### config.mk
export PLATFORM = sky130hd
export DESIGN_NAME = dsp_seq_controller
export DESIGN_NICKNAME = d
export VERILOG_FILES = /design/src/rtl/dsp_seq_controller.sv
export SDC_FILE = /design/constraint.sdc
export NUM_CORES = 1
export LEC_CHECK = 0
export ABC_AREA = 1
export BUFFER_PORTS_ARGS = -buffer_cell sky130_fd_sc_hd__buf_2
export CAP_MARGIN = 40
export CORE_MARGIN = 1.5
export CORE_UTILIZATION = 45
export DETAILED_ROUTE_END_ITERATION = 8
export PLACE_DENSITY = 0.75
export SYNTH_ARGS = -nofsm -noshare
export SYNTH_HDL_FRONTEND = slang
export SYNTH_SLANG_ARGS = --single-unit
### constraint.sdc
create_clock -name clk_i -period 1.6 [get_ports clk_i]
set_input_delay 0.08 -clock clk_i [delete_from_list [all_inputs] [get_ports clk_i]]
set_output_delay 0.08 -clock clk_i [all_outputs]
set_load 0.05 [all_outputs]
### src/rtl/dsp_seq_controller.sv
// dsp_seq_controller: instruction sequencer for the DSP slice and the BRAM0/BRAM1 ports.
// Instructions arrive over valid/ready. Each one runs rpt+1 elements of EXEC_LAT
// cycles each. Addresses can optionally step by one per element.
module dsp_seq_controller #(
    parameter int ADDR_WIDTH    = 5,
    parameter int ALUMODE_WIDTH = 4,
    parameter int OPMODE_WIDTH  = 7,
    parameter int INMODE_WIDTH  = 5,
    parameter int RPT_WIDTH     = 4,
    parameter int EXEC_LAT      = 3,
    parameter int I_WIDTH       = RPT_WIDTH + 2 + ALUMODE_WIDTH + OPMODE_WIDTH
                                  + INMODE_WIDTH + 3 * ADDR_WIDTH
) (
    input  logic                     clk_i,
    input  logic                     rst_ni,
    input  logic [I_WIDTH-1:0]       instr_i,
    input  logic                     instr_valid_i,
    output logic                     instr_ready_o,
    input  logic                     abort_i,
    output logic                     busy_o,
    output logic                     done_o,
    output logic                     bram1_web_o,
    output logic                     bram1_reb_o,
    output logic                     bram0_reb_o,
    output logic [ALUMODE_WIDTH-1:0] alumode_o,
    output logic [OPMODE_WIDTH-1:0]  opmode_o,
    output logic [INMODE_WIDTH-1:0]  inmode_o,
    output logic [ADDR_WIDTH-1:0]    bram1_w_addr_o,
    output logic [ADDR_WIDTH-1:0]    bram1_r_addr_o,
    output logic [ADDR_WIDTH-1:0]    bram0_r_addr_o
);

    // Instruction field positions, LSB upwards: r0, r1, w, inmode, opmode, alumode, exec, inc, rpt
    localparam int R0_LSB   = 0;
    localparam int R1_LSB   = ADDR_WIDTH;
    localparam int W_LSB    = 2 * ADDR_WIDTH;
    localparam int IN_LSB   = 3 * ADDR_WIDTH;
    localparam int OP_LSB   = IN_LSB + INMODE_WIDTH;
    localparam int ALU_LSB  = OP_LSB + OPMODE_WIDTH;
    localparam int EXEC_BIT = ALU_LSB + ALUMODE_WIDTH;
    localparam int INC_BIT  = EXEC_BIT + 1;
    localparam int RPT_LSB  = INC_BIT + 1;

    // The cycle counter keeps at least one bit so that EXEC_LAT=1 still elaborates
    localparam int            CW     = (EXEC_LAT > 1) ? $clog2(EXEC_LAT) : 1;
    localparam logic [CW-1:0] C_LAST = CW'(EXEC_LAT - 1);

    typedef enum logic [1:0] {
        S_IDLE,
        S_EXEC,
        S_DONE
    } state_e;

    state_e                   state_q,   state_d;
    logic [RPT_WIDTH-1:0]     e_q,       e_d;
    logic [CW-1:0]            c_q,       c_d;
    logic [RPT_WIDTH-1:0]     rpt_q,     rpt_d;
    logic                     inc_q,     inc_d;
    logic                     exec_q,    exec_d;
    logic [ALUMODE_WIDTH-1:0] alumode_q, alumode_d;
    logic [OPMODE_WIDTH-1:0]  opmode_q,  opmode_d;
    logic [INMODE_WIDTH-1:0]  inmode_q,  inmode_d;
    logic [ADDR_WIDTH-1:0]    w_addr_q,  w_addr_d;
    logic [ADDR_WIDTH-1:0]    r1_addr_q, r1_addr_d;
    logic [ADDR_WIDTH-1:0]    r0_addr_q, r0_addr_d;

    // State, counters, latched instruction fields and the mode/address outputs
    always_ff @(posedge clk_i or negedge rst_ni) begin
        if (!rst_ni) begin
            state_q   <= S_IDLE;
            e_q       <= '0;
            c_q       <= '0;
            rpt_q     <= '0;
            inc_q     <= 1'b0;
            exec_q    <= 1'b0;
            alumode_q <= '0;
            opmode_q  <= '0;
            inmode_q  <= '0;
            w_addr_q  <= '0;
            r1_addr_q <= '0;
            r0_addr_q <= '0;
        end else begin
            state_q   <= state_d;
            e_q       <= e_d;
            c_q       <= c_d;
            rpt_q     <= rpt_d;
            inc_q     <= inc_d;
            exec_q    <= exec_d;
            alumode_q <= alumode_d;
            opmode_q  <= opmode_d;
            inmode_q  <= inmode_d;
            w_addr_q  <= w_addr_d;
            r1_addr_q <= r1_addr_d;
            r0_addr_q <= r0_addr_d;
        end
    end

    // Next state: accept in IDLE, walk elements in EXEC, one-cycle DONE back to IDLE
    always_comb begin
        state_d   = state_q;
        e_d       = e_q;
        c_d       = c_q;
        rpt_d     = rpt_q;
        inc_d     = inc_q;
        exec_d    = exec_q;
        alumode_d = alumode_q;
        opmode_d  = opmode_q;
        inmode_d  = inmode_q;
        w_addr_d  = w_addr_q;
        r1_addr_d = r1_addr_q;
        r0_addr_d = r0_addr_q;
        case (state_q)
            S_IDLE: begin
                if (instr_valid_i) begin
                    rpt_d     = instr_i[RPT_LSB +: RPT_WIDTH];
                    inc_d     = instr_i[INC_BIT];
                    exec_d    = instr_i[EXEC_BIT];
                    alumode_d = instr_i[ALU_LSB +: ALUMODE_WIDTH];
                    opmode_d  = instr_i[OP_LSB +: OPMODE_WIDTH];
                    inmode_d  = instr_i[IN_LSB +: INMODE_WIDTH];
                    w_addr_d  = instr_i[W_LSB +: ADDR_WIDTH];
                    r1_addr_d = instr_i[R1_LSB +: ADDR_WIDTH];
                    r0_addr_d = instr_i[R0_LSB +: ADDR_WIDTH];
                    e_d       = '0;
                    c_d       = '0;
                    state_d   = S_EXEC;
                end
            end
            S_EXEC: begin
                if (abort_i) begin
                    state_d = S_IDLE;
                end else if (c_q == C_LAST) begin
                    if (e_q < rpt_q) begin
                        e_d = e_q + 1'b1;
                        c_d = '0;
                        // Stepping the registered address tracks base+e, wrapping naturally
                        if (inc_q) begin
                            w_addr_d  = w_addr_q + 1'b1;
                            r1_addr_d = r1_addr_q + 1'b1;
                            r0_addr_d = r0_addr_q + 1'b1;
                        end
                    end else begin
                        state_d = S_DONE;
                    end
                end else begin
                    c_d = c_q + 1'b1;
                end
            end
            S_DONE: begin
                state_d = S_IDLE;
            end
            default: begin
                state_d = S_IDLE;
            end
        endcase
    end

    // Status and enables decode straight from registered state, so reset forces them low
    assign instr_ready_o  = (state_q == S_IDLE);
    assign busy_o         = (state_q == S_EXEC);
    assign done_o         = (state_q == S_DONE);
    assign bram0_reb_o    = busy_o & exec_q;
    assign bram1_reb_o    = busy_o & exec_q;
    assign bram1_web_o    = busy_o & exec_q & (c_q == C_LAST);
    assign alumode_o      = alumode_q;
    assign opmode_o       = opmode_q;
    assign inmode_o       = inmode_q;
    assign bram1_w_addr_o = w_addr_q;
    assign bram1_r_addr_o = r1_addr_q;
    assign bram0_r_addr_o = r0_addr_q;

endmodule

==> run_results.csv, run 1 <==
group,metric,value,unit
timing,timing.max_slew.rel_slack,63.7,%
floorplanning,fp.coreArea,4850,sq um
place,post-place-ws,0.00613,ns
place,port_buffers,77,
detailed_routing,drtIter0Drc,149,
clock_tree,cts_max_path_buffers,2,
clock_tree,cts.sink_count,45,
worst_setup_path,timing.rr.start,"state_q[1]$_DFFE_PN0P_",
synthesis,synth.area.top_cells,"dfrtp_1, nand2_1, nand4_1, ha_1, o21ai_0",
timing,report.final.hold_viol_count,0,
flow_run,max_cap_viol_count,0,
synthesis,synthMostInstantiatedCell,"nand2_1",
pwr,leakage,1.78,nW
synthesis,primary_flip_flop_cell_chosen_by_synthesis_mapping,"dfrtp_1",
pwr,netSwitchingPower,2.98,mW
synthesis,synth_sequential_area_ratio,48.6,%
synthesis,postSynthAreaPerCell,7.82,sq um
floorplanning,std_cell_rows,25,
outcome,run_status,"completed",
worst_setup_path,worst_setup_path_start_kind,"register",
global_routing,antenna_found_initial,0,
timing,drv_slew,0,
synthesis,synth.cells.most_frequent,"nand2_1, dfrtp_1, nand4_1",
synthesis,netlist.area_leader.share,48.6,%
synthesis,postSynthRegisterBits,45,
timing,max_freq,0.630,GHz
timing,finalCriticalPeriod,1.59,ns
floorplanning,die_area,5590,sq um
detailed_routing,dr_total_vias,2334,
synthesis,post_synth_instance_area,2320,sq um
detailed_routing,route.final.wire_length,5870,um
worst_setup_path,worst_setup_path_startpoint,"state_q[1]$_DFFE_PN0P_",
pwr,internal_power,2.75,mW
timing,setup_viol_count_final,0,
cells_and_area,final_nets,451,
clock_tree,tritoncts.num_buffers,5,
place,routabilityCongestion,0.794,
hold_path,worstHoldStart,"instr_i[36]",
clock_tree,tritoncts_clock_tree,"done",
worst_setup_path,worstSetupPathType,"reg -> reg",
timing,final_min_period_over_clock_period,99.2,%
floorplanning,floorplan.io_pins,78,
detailed_routing,drt-vias-per-instance,4.97,
synthesis,synth.net_count,344,
worst_setup_path,timing.reg2reg.setup_slack,0.01,ns
global_routing,global_route_wire_length_before_repair,9600,um
pwr,peakVddDrop,1.06,mV
synthesis,syn_inst,296,
detailed_routing,avgRoutedWirePerCell,12.5,um
floorplanning,die_width,74.7,um
synthesis,yosys.area.top_type,"dfrtp_1",
timing,rsz_0062_raised_after_global_routing,"true",
global_routing,total_congestion_overflow,0,
clock_tree,htree_num_levels,2,
pwr,power_switching_share,52.0,%
clock_tree,clock_pin_slew_reported_for_the_worst_setup_and_hold_paths_after_clock_tree_synthesis,0.08,ns
synthesis,postSynth.asyncResetShare,100,%
place,dp_hpwl,3960,um
floorplanning,fp.dieH,74.7,um
cells_and_area,register_area,1130,sq um
pwr,comb_power_share,54.1,%
worst_setup_path,cp_max_fo,8,
synthesis,synthDistinctLibCells,24,
hold_path,worst_hold_check_path_type,"in -> reg",
timing,fin_worst_hold_slack,0.00571,ns
global_routing,via_count_of_the_first_global_routing_pass,2131,
floorplanning,floorplan.initialDensity,47.8,%
pwr,seqPwrFrac,33.6,%
cells_and_area,antenna_cells,0,
detailed_routing,drt.antenna.violating_nets,0,
global_routing,grt_start_max_net_pins,26,
pwr,power-per-cell-area,1770,nW/um^2
synthesis,ys_warn_count,0,
synthesis,synth-edff-count,0,
clock_tree,cts_root_buf,"clkbuf_8",
worst_setup_path,critical_path.endpoint_type,"register",
timing,clock-skew-final,0.00814,ns
pwr,share_clk_of_total_power,12.3,%
cells_and_area,layout-drive-gt1-share,29.8,%
detailed_routing,detail_route.first_pass.iterations,4,
timing,worst_setup_slack_after_layout,0.0134,ns
worst_setup_path,timing.critical_path.arrival,1.77,ns
cells_and_area,multi_input_area,1130,sq um
cells_and_area,area_growth,39.6,%
detailed_routing,drc,0,
timing,transition_at_the_pin_with_the_smallest_max_transition_slack,0.545,ns
cells_and_area,finalCoreUtilization,66.7,%
clock_tree,clock_insertion_delay_worst_skew,0.30,ns
worst_setup_path,worst_ep_required,1.78,ns
cells_and_area,n_fill_cell,383,
global_routing,total_routing_usage_reported_by_global_routing,22.5,%
layout make-up:
class                   count  share of cell area, %
inverters                  20                   2.36
multi-input cells         219                   34.8
flip-flops and latches     45                   34.8
well taps                  67                   2.59
clock inverters             1                  0.232
repair buffers            112                   22.6
clock buffers               6                   2.55
repair_timing:
action,CTS,global route
setup endpoints to repair,10,23
gates resized for setup,2,18
setup buffers,0,5
pin swaps,1,8
hold buffers,21,0
endpoints found under the hold margin,42,0
gates cloned,1,0
power groups by stage:
stage          logic [mW]  registers, mW  clock network (mW)
4_1_cts              2.97           1.91               0.727
6_report             3.10           1.92               0.707
2_1_floorplan        1.20           2.90                   0
3_5_place_dp         2.91           1.92                   0
3_3_place_gp         2.84           1.91                   0
5_1_grt              3.40           1.98               0.769
placed cells by master, fill, tap and decap left out, types with 2 or more instances in the layout:
cell type and instances:
inv_1 18, xnor2_1 4, o21ai_0 15, buf_6 2, nand2_4 2, nand3_1 15, nor2_1 3, dlygate4sd3_1 21
nand2_2 10, buf_2 76, clkbuf_8 6, nand2_1 131, buf_4 11, nand4_1 21, ha_1 6, nand3_4 2
dfrtp_1 45
logic make-up after synthesis:
family	count (synthesis)	share of synthesized area (%)
buf+inv	33	6.32
fa+ha+maj	7	3.78
flops	45	48.6
compound gates	19	4.70
simple gates	187	34.7
xor+xnor	5	1.89
through the flow:
| step | cells | instance area, sq um | setup TNS [ns] | total power, mW |
|---|---|---|---|---|
| 5_1_grt | 470 | 3230 | -0.380 | 6.15 |
| 3_3_place_gp | 436 | 2810 | 0 | 4.75 |
| 3_5_place_dp | 436 | 2810 | 0 | 4.83 |
| 6_report | 470 | 3230 | 0 | 5.73 |
| 4_1_cts | 465 | 3120 | 0 | 5.61 |
| 2_1_floorplan | 296 | 2330 | -0.839 | 4.09 |
sequential cells by signal, summed over array words and instances, names as in the netlist:
register	count
opmode_o	7
bram0_r_addr_o	5
bram1_r_addr_o	5
bram1_w_addr_o	5
inmode_o	5
alumode_o	4
e_q	4
rpt_q	4
c_q	2
state_q	2
exec_q	1
inc_q	1
per-layer routing:
metal  global-route usage (%)  vias up  wire [um]
met5                        0        -          0
met4                     5.86        0         61
met3                     4.82        6        335
met2                     38.2       82       2830
met1                     29.4     1081       2650
li1                         -     1165          -
critical path, cell delays in order, from the launching register on:
cell and delay [ns]:
dfrtp_1 0.41, inv_1 0.09, nand2_2 0.07, clkinv_2 0.14
nand2_2 0.10, o21ai_4 0.20, buf_4 0.15, nand3_4 0.15
nand2_2 0.12, nand2_1 0.05
worst paths after layout:
kind,endpoint,cells past startpoint
max in group asynchronous,opmode_o[2]$_DFFE_PN0P_,3
max,bram0_r_addr_o[0]$_DFFE_PN0P_,9
min reg2reg,opmode_o[3]$_DFFE_PN0P_,2
max reg2reg,bram0_r_addr_o[0]$_DFFE_PN0P_,9
min in group asynchronous,bram0_r_addr_o[3]$_DFFE_PN0P_,2
min,rpt_q[3]$_DFFE_PN0P_,3
Note: power is estimated with default switching activity, not from simulation.
==> run 2: changes to the inputs <==
Settings changed: PLACE_DENSITY 0.75 to not set, PLACE_DENSITY_LB_ADDON set to 0.08.
==> run 2 against run 1 <==
  * Clock skew shrank 0.0018 ns
  * Clock-buffer cell count is 1 lower
  * Critical endpoint is now bram1_w_addr_o[1]$_DFFE_PN0P_
  * Combinational power about the same
  * Largest power group unchanged
  * Final cell count grew 0.64%
  * Final area grew 1.5%
  * Clock power decreased by 3.3%
  * Global-route usage shrank 1.4 points
  * Setup slack gained 0.047 ns
==> run_results.csv, run 2 (synthesis gave the netlist of run 1 again) <==
group,metric,value,unit
outcome,run_status,"completed",
pwr,share_clk_of_total_power,11.9,%
clock_tree,cts.sink_count,45,
cells_and_area,antenna_cells,0,
place,port_buffers,77,
detailed_routing,detail_route.first_pass.iterations,4,
timing,finalCriticalPeriod,1.54,ns
floorplanning,die_width,74.7,um
floorplanning,fp.coreArea,4850,sq um
worst_setup_path,top_delay_family_on_crit_path,"simple AND/OR/NAND/NOR gates",
timing,clock-skew-final,0.00638,ns
detailed_routing,drtIter0Drc,86,
worst_setup_path,peak_per_stage_delay_on_the_critical_path,0.37,ns
worst_setup_path,worst_setup_path_startpoint,"rpt_q[3]$_DFFE_PN0P_",
worst_setup_path,critPathBufInv,1,
timing,final_min_period_over_clock_period,96.2,%
place,number_of_instances_in_the_placed_design,437,
cells_and_area,layout_common_cells,"nand2_1, buf_2, dfrtp_1, dlygate4sd3_1, nand4_1",
worst_setup_path,critical-path-slowest-cell,"dfrtp_1",
place,dp_hpwl,3750,um
place,routabilityCongestion,0.810,
pwr,peakVddDrop,0.889,mV
worst_setup_path,timing.critical_path.depth,8,
pwr,power_switching_share,51.9,%
timing,max_freq,0.649,GHz
flow_run,max_cap_viol_count,0,
detailed_routing,avgRoutedWirePerCell,11.9,um
cells_and_area,n_fill_cell,418,
pwr,netSwitchingPower,2.98,mW
hold_path,worstHoldStart,"instr_i[32]",
floorplanning,std_cell_rows,25,
global_routing,total_routing_usage_reported_by_global_routing,21.0,%
clock_tree,clock_insertion_delay_worst_skew,0.30,ns
worst_setup_path,worst_setup_path_start_kind,"register",
timing,drv_slew,0,
cells_and_area,final_cell_count_no_fill,473,
global_routing,grt_start_max_net_pins,27,
global_routing,total_congestion_overflow,0,
timing,rsz_0062_raised_after_global_routing,"true",
pwr,internal_power,2.76,mW
worst_setup_path,timing.critical_path.arrival,1.73,ns
hold_path,worst_hold_check_path_type,"in -> reg",
pwr,power,5.74,mW
detailed_routing,drc,0,
pwr,leakage,1.80,nW
timing,setup_viol_count_final,0,
worst_setup_path,worst_path_most_repeated_cell,"nand2_1",
worst_setup_path,timing.rr.start,"rpt_q[3]$_DFFE_PN0P_",
floorplanning,floorplan.initialDensity,47.8,%
detailed_routing,drt-vias-per-instance,4.84,
clock_tree,htree_num_levels,2,
clock_tree,cts_root_buf,"clkbuf_8",
timing,timing.max_slew.rel_slack,67.4,%
clock_tree,clock_pin_slew_reported_for_the_worst_setup_and_hold_paths_after_clock_tree_synthesis,0.08,ns
cells_and_area,area_growth,41.7,%
pwr,power-per-cell-area,1750,nW/um^2
cells_and_area,final_nets,453,
worst_setup_path,critical_path.endpoint_type,"register",
cells_and_area,largest_register_ffs,7,
floorplanning,fp.dieH,74.7,um
hold_path,min_delay_path_depth,2,
clock_tree,tritoncts_clock_tree,"done",
worst_setup_path,cp_max_fo,8,
global_routing,antenna_found_initial,0,
detailed_routing,route.final.wire_length,5630,um
worst_setup_path,worstSetupPathType,"reg -> reg",
timing,report.final.hold_viol_count,0,
detailed_routing,dr_total_vias,2289,
global_routing,global_route_wire_length_before_repair,9000,um
detailed_routing,drt.antenna.violating_nets,0,
cells_and_area,mostFrequentLayoutCell,"nand2_1",
worst_setup_path,worst_ep_required,1.79,ns
pwr,comb_power_share,54.6,%
worst_setup_path,path_cells,"inv_1 -> ha_4 -> a21oi_2 -> nand2_2 -> nand2_4 -> nand3_4 -> nand2_1 -> nand2_1",
floorplanning,die_area,5590,sq um
global_routing,via_count_of_the_first_global_routing_pass,2028,
clock_tree,cts_max_path_buffers,2,
timing,transition_at_the_pin_with_the_smallest_max_transition_slack,0.489,ns
pwr,seqPwrFrac,33.4,%
clock_tree,tritoncts.num_buffers,5,
worst_setup_path,r2r.worst_path.cells,8,
floorplanning,floorplan.io_pins,78,
cells_and_area,layout-drive-gt1-share,30.5,%
run 2: timing repair:
item                       4_1_cts  5_1_grt
hold endpoints to repair        40        0
hold buffers                    22        0
gates cloned                     0        2
setup endpoints to repair        1       22
buffers inserted                 0        4
pin swaps                        0        6
gates resized for setup          1       26
run 2: area by class of cell:
| class | count | area [sq um] | area share (%) |
|---|---|---|---|
| clock buffer | 5 | 68.8 | 2.10 |
| clock inverter | 3 | 17.5 | 0.534 |
| tap | 67 | 83.8 | 2.55 |
| timing repair buffer | 114 | 774 | 23.6 |
| multi-input combinational | 219 | 1130 | 34.5 |
| inverter | 20 | 80.1 | 2.44 |
| sequential | 45 | 1130 | 34.3 |
run 2: layer usage:
metal | global-route usage (%) | up-vias | wire, um | part of all wire, %
li1 | - | 1170 | - | -
met1 | 27.4 | 1037 | 2510 | 44
met2 | 35.4 | 75 | 2790 | 50
met3 | 4.82 | 7 | 275 | 4.9
met4 | 5.86 | 0 | 56 | 0.99
met5 | 0 | - | 0 | 0
run 2: final timing paths:
kind	slack, ns	endpoint
max in group asynchronous	0.83	opmode_o[0]$_DFFE_PN0P_
max reg2reg	0.06	bram1_w_addr_o[1]$_DFFE_PN0P_
max	0.06	bram1_w_addr_o[1]$_DFFE_PN0P_
min in group asynchronous	0.27	bram0_r_addr_o[3]$_DFFE_PN0P_
min reg2reg	0.48	alumode_o[3]$_DFFE_PN0P_
min	0.02	inc_q$_DFFE_PN0P_
run 2: stage by stage:
| step | setup TNS [ns] | setup WS [ns] | hold slack [ns] | area (sq um) | utilization, % |
|---|---|---|---|---|---|
| after floorplan | -0.839 | -0.0837 | -0.216 | 2330 | - |
| after global routing | -0.184 | -0.0418 | 0.00917 | 3280 | 67.7 |
| after global placement | 0 | 0.0562 | 0.0703 | 2820 | 58.1 |
| after detailed placement | 0 | 0.0468 | 0.0668 | 2820 | 58.1 |
| final | 0 | 0.0603 | 0.0168 | 3280 | 67.7 |
| after CTS | 0 | 0.0198 | 0.00956 | 3120 | 64.4 |
run 2: power by group through the flow:
stage	sequential, mW	combinational, mW	clock, mW
finish	1.92	3.13	0.684
global route	1.99	3.43	0.750
CTS	1.90	2.93	0.711
detailed placement	1.91	2.89	0
global placement	1.92	2.85	0
floorplan	2.90	1.20	0
